==> config.mk <==
export PLATFORM = sky130hd
export DESIGN_NAME = lcd_host_seq
export DESIGN_NICKNAME = d
export VERILOG_FILES = /design/src/rtl/lcd_host_seq.sv
export SDC_FILE = /design/constraint.sdc
export NUM_CORES = 1
export LEC_CHECK = 0
export ABC_CLOCK_PERIOD_IN_PS = 7100
export BUFFER_PORTS_ARGS = -buffer_cell sky130_fd_sc_hd__buf_2
export CAP_MARGIN = 20
export CORE_AREA = 2 2 104 106
export CTS_CLUSTER_SIZE = 20
export DETAILED_ROUTE_END_ITERATION = 10
export DIE_AREA = 0 0 106 108
export PLACE_DENSITY = 0.48
export REMOVE_ABC_BUFFERS = 1
export SLEW_MARGIN = 30
export SYNTH_ARGS = -nofsm -noshare
export SYNTH_HDL_FRONTEND = slang
export SYNTH_SLANG_ARGS = --single-unit
==> constraint.sdc <==
create_clock -name clk -period 7.1 [get_ports clk]
set_input_delay 1.42 -clock clk [delete_from_list [all_inputs] [get_ports clk]]
set_output_delay 1.42 -clock clk [all_outputs]
set_load 0.005 [all_outputs]
==> src/rtl/lcd_host_seq.sv <==
// lcd_host_seq
// Command sequencer in front of the LCD controller. Host requests are queued,
// issued one at a time whenever the controller is idle, and a load command
// streams the image memory onto datain at one byte per cycle. Output frames
// coming back from the controller are counted and checked for length.
//
// Ports
//   clk          rising-edge clock
//   reset        asynchronous, active-high
//   req_cmd      host command (0 load, 1 zoom in, 2 fit, 3 R, 4 L, 5 U, 6 D)
//   req_valid    host request strobe
//   req_ready    queue can take a request this cycle
//   img_addr     image memory read address
//   img_rd       image memory read enable
//   img_data     image memory read data (captured into datain)
//   cmd          command to the LCD controller
//   cmd_valid    command strobe, one cycle per request
//   datain       image byte to the LCD controller
//   busy         controller busy
//   lcd_valid    controller output_valid
//   frames_done  completed output frames, wrapping
//   frame_err    sticky: some frame had the wrong byte count
//   seq_idle     nothing queued and nothing in flight
//
// FSM states
//   state     | meaning
//   IDLE      | nothing to issue
//   ARMED     | head of queue presented on cmd, waiting for busy low to issue
//   LOAD      | streaming image bytes 1..IMG_BYTES-1 (byte 0 read in issue cycle)
//   WAIT_DONE | command issued, waiting for the controller to finish it
module lcd_host_seq #(
    parameter int FIFO_DEPTH  = 4,
    parameter int IMG_BYTES   = 108,
    parameter int FRAME_BYTES = 16
) (
    input  logic        clk,
    input  logic        reset,
    input  logic [2:0]  req_cmd,
    input  logic        req_valid,
    output logic        req_ready,
    output logic [6:0]  img_addr,
    output logic        img_rd,
    input  logic [7:0]  img_data,
    output logic [2:0]  cmd,
    output logic        cmd_valid,
    output logic [7:0]  datain,
    input  logic        busy,
    input  logic        lcd_valid,
    output logic [15:0] frames_done,
    output logic        frame_err,
    output logic        seq_idle
);

    localparam int PTR_W = $clog2(FIFO_DEPTH);

    localparam logic [1:0] S_IDLE      = 2'd0;
    localparam logic [1:0] S_ARMED     = 2'd1;
    localparam logic [1:0] S_LOAD      = 2'd2;
    localparam logic [1:0] S_WAIT_DONE = 2'd3;

    logic [1:0]       state_q, state_d;
    logic [2:0]       fifo_q [FIFO_DEPTH];
    logic [2:0]       fifo_d [FIFO_DEPTH];
    logic [PTR_W:0]   wr_ptr_q, wr_ptr_d;
    logic [PTR_W:0]   rd_ptr_q, rd_ptr_d;
    logic [6:0]       load_addr_q, load_addr_d;
    logic             armed_seen_q, armed_seen_d;
    logic [7:0]       datain_q, datain_d;
    logic             lcd_valid_q, lcd_valid_d;
    logic [4:0]       byte_cnt_q, byte_cnt_d;
    logic [15:0]      frames_done_q, frames_done_d;
    logic             frame_err_q, frame_err_d;

    logic             fifo_empty;
    logic             fifo_full;
    logic [2:0]       head;
    logic             issue;
    logic             push;
    logic             pop;

    // ------------------------------------------------------------------
    // Request queue
    // ------------------------------------------------------------------
    assign fifo_empty = (wr_ptr_q == rd_ptr_q);
    assign fifo_full  = (wr_ptr_q[PTR_W] != rd_ptr_q[PTR_W]) &&
                        (wr_ptr_q[PTR_W-1:0] == rd_ptr_q[PTR_W-1:0]);
    assign head       = fifo_q[rd_ptr_q[PTR_W-1:0]];

    // The controller may drop busy for a single cycle only, so the issue
    // decision has to be combinational on busy.
    assign issue      = (state_q == S_ARMED) && !busy && !fifo_empty;
    assign pop        = issue;
    assign req_ready  = !fifo_full || pop;
    assign push       = req_valid && req_ready;

    always_comb begin
        fifo_d   = fifo_q;
        wr_ptr_d = wr_ptr_q;
        rd_ptr_d = rd_ptr_q;
        if (push) begin
            fifo_d[wr_ptr_q[PTR_W-1:0]] = req_cmd;
            wr_ptr_d = wr_ptr_q + 1'b1;
        end
        if (pop) begin
            rd_ptr_d = rd_ptr_q + 1'b1;
        end
    end

    // ------------------------------------------------------------------
    // Sequencer FSM
    // ------------------------------------------------------------------
    always_comb begin
        state_d      = state_q;
        load_addr_d  = load_addr_q;
        armed_seen_d = armed_seen_q;
        unique case (state_q)
            S_IDLE: begin
                if (!fifo_empty) begin
                    state_d = S_ARMED;
                end
            end
            S_ARMED: begin
                if (issue) begin
                    armed_seen_d = 1'b0;
                    if (head == 3'd0) begin
                        // Byte 0 is read in the issue cycle itself.
                        state_d     = S_LOAD;
                        load_addr_d = 7'd1;
                    end else begin
                        state_d = S_WAIT_DONE;
                    end
                end
            end
            S_LOAD: begin
                if (busy) begin
                    armed_seen_d = 1'b1;
                end
                if (load_addr_q == 7'(IMG_BYTES - 1)) begin
                    state_d     = S_WAIT_DONE;
                    load_addr_d = 7'd0;
                end else begin
                    load_addr_d = load_addr_q + 7'd1;
                end
            end
            S_WAIT_DONE: begin
                if (busy) begin
                    armed_seen_d = 1'b1;
                end
                // Once the controller has taken the command, move to ARMED
                // early when more work is queued so the issue lands in the
                // very cycle busy goes low.
                if (armed_seen_q) begin
                    if (!fifo_empty) begin
                        state_d = S_ARMED;
                    end else if (!busy) begin
                        state_d = S_IDLE;
                    end
                end
            end
            default: begin
                state_d = S_IDLE;
            end
        endcase
    end

    assign cmd_valid = issue;
    assign cmd       = (state_q == S_ARMED) ? head : 3'd0;
    assign img_rd    = (issue && (head == 3'd0)) || (state_q == S_LOAD);
    assign img_addr  = (state_q == S_LOAD) ? load_addr_q : 7'd0;
    assign seq_idle  = (state_q == S_IDLE) && fifo_empty;

    // img_data follows img_addr within the cycle; datain presents it next cycle
    // and holds the last byte after the stream ends.
    always_comb begin
        datain_d = datain_q;
        if (img_rd) begin
            datain_d = img_data;
        end
    end

    assign datain = datain_q;

    // ------------------------------------------------------------------
    // Frame monitor
    // ------------------------------------------------------------------
    always_comb begin
        lcd_valid_d   = lcd_valid;
        byte_cnt_d    = byte_cnt_q;
        frames_done_d = frames_done_q;
        frame_err_d   = frame_err_q;
        if (lcd_valid) begin
            // Saturate so a very long frame cannot wrap back to a legal count.
            if (byte_cnt_q != 5'h1f) begin
                byte_cnt_d = byte_cnt_q + 5'd1;
            end
        end else if (lcd_valid_q) begin
            frames_done_d = frames_done_q + 16'd1;
            byte_cnt_d    = 5'd0;
            if (byte_cnt_q != 5'(FRAME_BYTES)) begin
                frame_err_d = 1'b1;
            end
        end
    end

    assign frames_done = frames_done_q;
    assign frame_err   = frame_err_q;

    // ------------------------------------------------------------------
    // Registers
    // ------------------------------------------------------------------
    always_ff @(posedge clk or posedge reset) begin
        if (reset) begin
            state_q       <= S_IDLE;
            for (int i = 0; i < FIFO_DEPTH; i++) begin
                fifo_q[i] <= 3'd0;
            end
            wr_ptr_q      <= '0;
            rd_ptr_q      <= '0;
            load_addr_q   <= 7'd0;
            armed_seen_q  <= 1'b0;
            datain_q      <= 8'd0;
            lcd_valid_q   <= 1'b0;
            byte_cnt_q    <= 5'd0;
            frames_done_q <= 16'd0;
            frame_err_q   <= 1'b0;
        end else begin
            state_q       <= state_d;
            fifo_q        <= fifo_d;
            wr_ptr_q      <= wr_ptr_d;
            rd_ptr_q      <= rd_ptr_d;
            load_addr_q   <= load_addr_d;
            armed_seen_q  <= armed_seen_d;
            datain_q      <= datain_d;
            lcd_valid_q   <= lcd_valid_d;
            byte_cnt_q    <= byte_cnt_d;
            frames_done_q <= frames_done_d;
            frame_err_q   <= frame_err_d;
        end
    end

endmodule

* After elaboration in Yosys (flattened, before gate mapping) *
Cells that the tools add are included.
Widths: inputs -> output; s select.

word-level totals
  bits in registers = 59
  output and inout bits = 39

cells by class
  add/subtract/negate cells = 5
  magnitude comparators = 3
  eq/ne operators = 17
  multiplexer cells = 26
  bitwise operators = 3
  reductions and logical operators = 24

operators with widths
  kind                   number
  $mux 7                 4
  $add 16x1->16 const B  1
  $mux 5                 3
  $pmux 7 s2             1
  $bwmux 12              1
  $mux 2                 6
  $mux 3                 4
  $ne 2x2->1 const B     5
  $ne 5x5->1 const B     2
  $reduce_and 3->1       3
  $pmux 2 s4             1
  $add 7x1->7 const B    1
  $eq 7x7->1 const B     1
  $logic_and 1x1->1      7
  $add 3x1->3 const B    2
  $bmux 3 s2             1
  $demux 3 s2            1
  $ge 3x3->1 const B     2
  $not 2->3              2
  $reduce_bool 2->1      3
  $add 5x1->5 const B    1
  $reduce_and 5->1       1
  $eq 2x2->1 const B     2
  $ne 2x1->1 const B     2
  other kinds (15)       21

* Logic depth before layout (Yosys ltp) *
Gate-level depths: netlist (run 1).

  word-level depth = 8
  depth in mapped cells = 8

* Worst setup path before layout (run 1) *
No wires, ideal clock.

  path kind = input to output
  start point = input port busy
  end point = output port req_ready
  arrival = 2168 ps
  slack = 3512 ps
  cell stages on the path = 2
  cell sequence = nand2b_1 or4b_2

between the ends
  word-level cells in the longest chain between the ends = 4

ends and longest elaborated chain
  what                             line  source
  from (decl)                      47    input logic busy,
  $logic_not 1->1                  --
  $logic_and 1x1->1 (2 in series)  91    assign issue = (state_q == S_ARMED) && !busy && !fifo_empty;
  $logic_or 1x1->1                 93    assign req_ready = !fifo_full || pop;
  to (decl)                        40    output logic req_ready,

Every way passes these cells.

* Worst setup path after layout (run 1) *
Same ends and word-level chain as after synthesis.

==> results by group, run 1 <==
Run
  – Max-Cap Viols: 0

Floorplan
  – Ports: 55
  – Die width: 106 µm
  – Die Ht: 108 µm
  – Die area: 11,400 µm²
  – CORE AREA: 10,200 µm²
  – # rows: 37
  – Starting Density: 29.4%

GRT
  – Gr ovfl total: 0
  – Overall routing resource usage: 11.6%
  – Global-route wire length before repair: 10,400 µm
  – Initial antenna violation count: 0
  – Vias in the first global route: 2,140
  – Largest net degree at the start of global routing: 60

Finish
  – Post-layout util: 35.5%
  – Multi-input logic area: 1450 µm²
  – Fillers: 1,046
  – Antenna cells: 0
  – Area Overhead vs Synth: 20.9%
  – Fin cells: 461
  – Register area: 1480 µm²
  – Share of layout cells above drive strength 1: 32.6%
  – Final Cell Area: 3630 µm²
  – Final nets: 352

Pwr
  – Total power: 0.00144 W
  – Worst IR Drop VDD: 0.120 mV
  – LEAKAGE: 1.74 nW
  – Pwr/cell area: 396 nW/µm²

Yosys
  – Async SR Flop Fraction: 100%
  – Area contributors post-synth: dfrtp_1 (49%), mux2_2 (9.0%), ha_1 (6.2%)
  – Number of synthesized register bits: 59
  – Seq/Total Area, Yosys: 49.1%
  – Syn. warnings: 0
  – Top FF cell, synth: dfrtp_1
  – Synthesized area per cell: 11.5 µm²
  – Largest area contributor in the netlist: dfrtp_1
  – Top-area cell type share of the netlist area: 49.1%
  – Cells after synthesis: 262
  – Post-synth EDFFs: 0
  – Distinct cells, synth: 45
  – Mapped cell area: 3000 µm²

Worst setup path
  – Kind of critical path: input port to output port
  – CP top delay family: simple AND/OR/NAND/NOR gates
  – Crit path DAT: 2.49 ns
  – WP data required: 5.68 ns
  – Worst-path maximum fanout: 4
  – CP Buf/Inv Count: 2
  – Slowest cell on crit path: or4b_2
  – Worst setup SP type: input port
  – Crit end category: output port
  – Crit-path cells: buf_2 -> nand2b_1 -> or4b_2 -> buf_2
  – Worst path max stage delay: 0.61 ns
  – Cell mode on critical path: buf_2

STA
  – Minimum clock period: 3.91 ns
  – Setup repair after global routing missed its margin: no
  – Fin Setup TNS: 0 ns
  – Worst Tran Pin Value: 0.767 ns
  – Setup violators final: 0
  – Final Max Slew Viols: 0
  – Relative slew slack: 48.9%
  – Max Freq: 256 MHz
  – Clock Skew: 0.00694 ns
  – Final period util: 55.0%
  – Endpoints failing hold: 0

CTS
  – Clock latency on the worst-skew pair: 0.34 ns
  – Cts repair resizes: 0
  – H-tree depth: 3
  – Post CTS Setup Buffer Count: 0
  – Clk buf depth: 2
  – CTS tree: yes
  – CTS Root Cell: clkbuf_8
  – Hold_buf cts: 0
  – Clock-pin slew on the worst setup and hold paths: 0.06 ns
  – Clock Sinks: 59
  – Inserted Clock Buffers: 9

Routing
  – DRC Markers: 0
  – Final ANT Viol Nets: 0
  – 1st-pass router iterations: 4
  – Starting DRT DRC Count: 43
  – Routed len/inst: 13.3 µm
  – Number of vias per cell: 4.59
  – Final WL: 6130 µm
  – Vias post-DR: 2,116

Placed design
  – Port bufs: 54
  – GP Congestion: 0.734
  – DPL Wire Length: 4340 µm
  – Placed Cells: 446
  – Cell Area, Placed: 3420 µm²

Outcome
  – Run status: completed

Hold path
  – Hold WC Path Type: register to register
-- state kept, by name (all words and copies together) (netlist names) --
register,cells
datain,8
lcd_valid_q,1
wr_ptr_q,3
rd_ptr_q,3
load_addr_q,7
byte_cnt_q,5
frames_done,16
armed_seen_q,1
fifo_q,12
state_q,2
frame_err,1
-- layout make-up --
| class | instances | area share (%) |
|---|---|---|
| Sequential cell | 59 | 40.7 |
| Clock buffer | 14 | 5.03 |
| Inverter | 13 | 1.34 |
| Multi-Input combinational cell | 183 | 39.8 |
| Clock inverter | 1 | 0.827 |
| Timing Repair Buffer | 55 | 7.65 |
| Tap cell | 136 | 4.69 |
-- layer usage --
metal / up-vias / routed length [µm] / global-route usage (%)
met3: 12 / 304 / 4.34
li1: 1022 / - / -
met2: 45 / 2770 / 17.6
met4: 0 / 94 / 4.23
met1: 1037 / 2950 / 15.3
met5: - / 0 / 0
-- power breakdown --
part	total (W)	switching, W	internal [W]	leakage (nW)
sequential	0.000552	0.0000985	0.000454	0.734
clock	0.000329	0.000130	0.000199	0.109
combinational	0.000556	0.000263	0.000293	0.899
-- Yosys cell counts (2+ instances only) --
cell	n
and3_1	5
xor2_1	9
a21oi_1	5
ha_1	15
xnor2_1	13
nand2b_1	6
mux4_2	2
nand4_1	4
nand3_1	6
a21o_1	2
o41ai_2	2
o21ai_0	10
nor2_1	12
clkbuf_1	6
mux2_2	24
and2_1	10
inv_1	13
nor2b_1	5
dfrtp_1	59
a22o_1	2
nand2_1	23
o31ai_1	6
-- final timing paths --
path,startpoint,end,slack (ns),depth (start not counted)
worst max register to register,state_q[1],fifo_q[2],4.42,7
worst min register to register,frame_err,frame_err,0.45,1
worst max-delay path,busy,req_ready,3.19,4
min in group asynchronous,reset,frames_done[1],1.28,3
max in group asynchronous,reset,frames_done[5],5.29,3
worst min-delay path,frame_err,frame_err,0.45,1
-- cells by family after synthesis --
| group | count (synthesis) | share of synthesized area (%) |
|---|---|---|
| AND/OR/NAND/NOR | 83 | 14.9 |
| multiplexers | 29 | 12.2 |
| XOR/XNOR | 22 | 6.41 |
| flip-flops | 59 | 49.1 |
| AO/OA/AOI/OAI | 34 | 8.33 |
| adder cells (fa/ha/maj) | 15 | 6.25 |
| buffers and inverters | 20 | 2.75 |
-- cell usage in the layout (no fill, tap or decap), drive strengths merged, types with 9 or more instances in the layout --
cell type | Yosys | routed
dfrtp | 59 | 59
buf | 1 | 55
mux2 | 25 | 25
nand2 | 23 | 23
ha | 15 | 15
clkbuf | 6 | 14
xnor2 | 13 | 13
inv | 13 | 13
nor2 | 13 | 13
and2 | 11 | 11
o21ai | 10 | 10
xor2 | 9 | 9
-- stage by stage --
stage,setup WS [ns],hold slack [ns]
after floorplan,3.51,0.451
after global placement,3.20,0.441
after detailed placement,3.19,0.442
after CTS,3.12,0.460
after global routing,2.92,0.486
final,3.19,0.454
No activity file was read; power rests on OpenSTA's default activity.
==> run 2: changes to the inputs <==
Settings changed: ABC_CLOCK_PERIOD_IN_PS 7100 to 3200, PLACE_DENSITY 0.48 to 0.5.
Clock period 7.1 ns to 3.2 ns, I/O delays scaled along.
==> results by group, run 2 (same netlist as run 1, synthesis figures left out) <==
Outcome
  – Run status: completed

Pwr
  – Sw power: 0.00112 W
  – Pwr/cell area: 851 nW/µm²
  – Combinational fraction of design power: 40.5%
  – Switching share of power: 36.6%
  – Worst IR Drop VDD: 0.303 mV
  – Seq pwr share: 40.2%
  – Total power: 0.00307 W
  – Int Pwr: 0.00195 W
  – LEAKAGE: 1.72 nW
  – Clk network pwr share: 19.3%

CTS
  – Clock latency on the worst-skew pair: 0.35 ns
  – Clock Sinks: 59
  – CTS tree: yes
  – Clock-pin slew on the worst setup and hold paths: 0.08 ns
  – Hold_buf cts: 0
  – Inserted Clock Buffers: 9
  – CTS Root Cell: clkbuf_8
  – H-tree depth: 3
  – Clk buf depth: 2

STA
  – Max Freq: 334 MHz
  – Relative slew slack: 50.9%
  – Final Max Slew Viols: 0
  – Minimum clock period: 2.99 ns
  – Worst Tran Pin Value: 0.731 ns
  – Fin Setup TNS: 0 ns
  – Setup violators final: 0
  – Setup repair after global routing missed its margin: no
  – Final period util: 93.6%
  – Endpoints failing hold: 0
  – Fin Hold WS: 0.371 ns
  – Clock Skew: 0.0104 ns

GRT
  – Global-route wire length before repair: 10,500 µm
  – Gr ovfl total: 0
  – GR Util met2: 18.5%
  – Initial antenna violation count: 0
  – GRT busiest layer: met2
  – Largest net degree at the start of global routing: 33
  – Routing usage on met3: 5.12%
  – Met1 Track Usage GR: 14.9%
  – Vias in the first global route: 2,142
  – Overall routing resource usage: 11.9%

Worst setup path
  – Worst path max stage delay: 0.59 ns
  – Worst-path maximum fanout: 9
  – R2R Path End: fifo_q[2]
  – Crit end category: output port
  – Slowest cell on crit path: mux4_1
  – Kind of critical path: register to output port
  – Crit-path cells: mux4_1 -> or3_4 -> nor3_2 -> nor2_2 -> inv_1 -> buf_2
  – Worst reg2reg path depth: 7
  – WP data required: 2.56 ns
  – Crit Reg-Reg Startpoint: state_q[1]
  – Worst reg-to-reg setup slack: 0.62 ns
  – Worst setup SP type: register
  – Crit path DAT: 2.35 ns

Finish
  – Antenna cells: 0
  – Most common cell after layout, fill and taps aside: dfrtp_1
  – Final nets: 353
  – Commonest cells after routing, fill and taps aside: dfrtp_1 (58), buf_2 (54), mux2_2 (24), nand2_1 (23), ha_1 (15)
  – Max reg flops: 16
  – Final Cell Area: 3610 µm²
  – Share of layout cells above drive strength 1: 33.6%
  – Area Overhead vs Synth: 20.1%

Floorplan
  – Starting Density: 29.4%
  – CORE AREA: 10,200 µm²
  – # rows: 37
  – Die area: 11,400 µm²
  – Die Ht: 108 µm
  – Ports: 55
  – Die width: 106 µm

Placed design
  – GP Congestion: 0.772
  – Port bufs: 54
  – Cell Area, Placed: 3440 µm²
  – DPL Wire Length: 4360 µm

Routing
  – Vias post-DR: 2,107
  – 1st-pass router iterations: 4
  – Final WL: 6100 µm
  – DRC Markers: 0
  – Final ANT Viol Nets: 0
  – Number of vias per cell: 4.55
  – Routed len/inst: 13.2 µm
  – Starting DRT DRC Count: 39

Run
  – Max-Cap Viols: 0

Hold path
  – Hold WC Path Type: input port to async pin
-- run 2: cell types whose count changed in the layout (fill, tap and decap cells not counted), sizes merged --
cell,previous run,this run
clkbuf,14,9
clkinvlp,0,4
clkinv,0,3
buf,55,56
bufinv,1,0
-- run 2: metal layers --
| layer | vias up | part of all wire, % |
|---|---|---|
| met1 | 1033 | 48 |
| met4 | 0 | 1.4 |
| met3 | 7 | 4.7 |
| met2 | 41 | 46 |
| met5 | - | 0 |
| li1 | 1026 | - |
-- run 2: timing repair --
item                       4_1_cts  5_1_grt
hold endpoints to repair         0        0
gates resized for setup          0        1
setup endpoints to repair        0        1
buffers inserted                 0        0
-- run 2: area by class of cell --
cell class              instances  area, µm²
flip-flops and latches         59       1480
inverters                      13       48.8
well taps                     136        170
repair buffers                 56        298
multi-input cells             183       1450
clock buffers                   9        124
clock inverters                 7       45.0
fillers                      1051       6620
-- run 2: power groups by stage --
stage | clock [W] | sequential [W] | combinational, W
floorplan | 0 | 0.00120 | 0.000905
global placement | 0 | 0.00124 | 0.00123
detailed placement | 0 | 0.00125 | 0.00126
CTS | 0.000623 | 0.00124 | 0.00126
global route | 0.000657 | 0.00128 | 0.00140
finish | 0.000592 | 0.00124 | 0.00124
-- run 2: worst max-delay path: cells and delay by family (launching register included) --
kind,cells,cell delay [ns]
multiplexers,1,0.59
flip-flops,1,0.45
buffers and inverters,2,0.19
AND/OR/NAND/NOR,3,0.78
-- run 2: how the worst max path moves through the flow --
stage / slack (ns) / start / to / cells past startpoint
6_report: 0.21 / rd_ptr_q[0] / img_rd / 6
3_5_place_dp: 0.46 / rd_ptr_q[0] / img_rd / 6
3_3_place_gp: 0.50 / rd_ptr_q[0] / img_rd / 6
4_1_cts: 0.07 / rd_ptr_q[0] / img_rd / 6
2_1_floorplan: 0.76 / rd_ptr_q[0] / img_rd / 5
5_1_grt: 0.05 / rd_ptr_q[0] / img_rd / 6
-- run 2: metrics by stage --
stage	setup slack, ns	instances	utilization [%]
5_1_grt	0.0512	463	35.3
6_report	0.205	463	35.3
3_5_place_dp	0.462	447	33.6
3_3_place_gp	0.497	447	33.6
2_1_floorplan	0.763	255	-
4_1_cts	0.0717	463	35.3
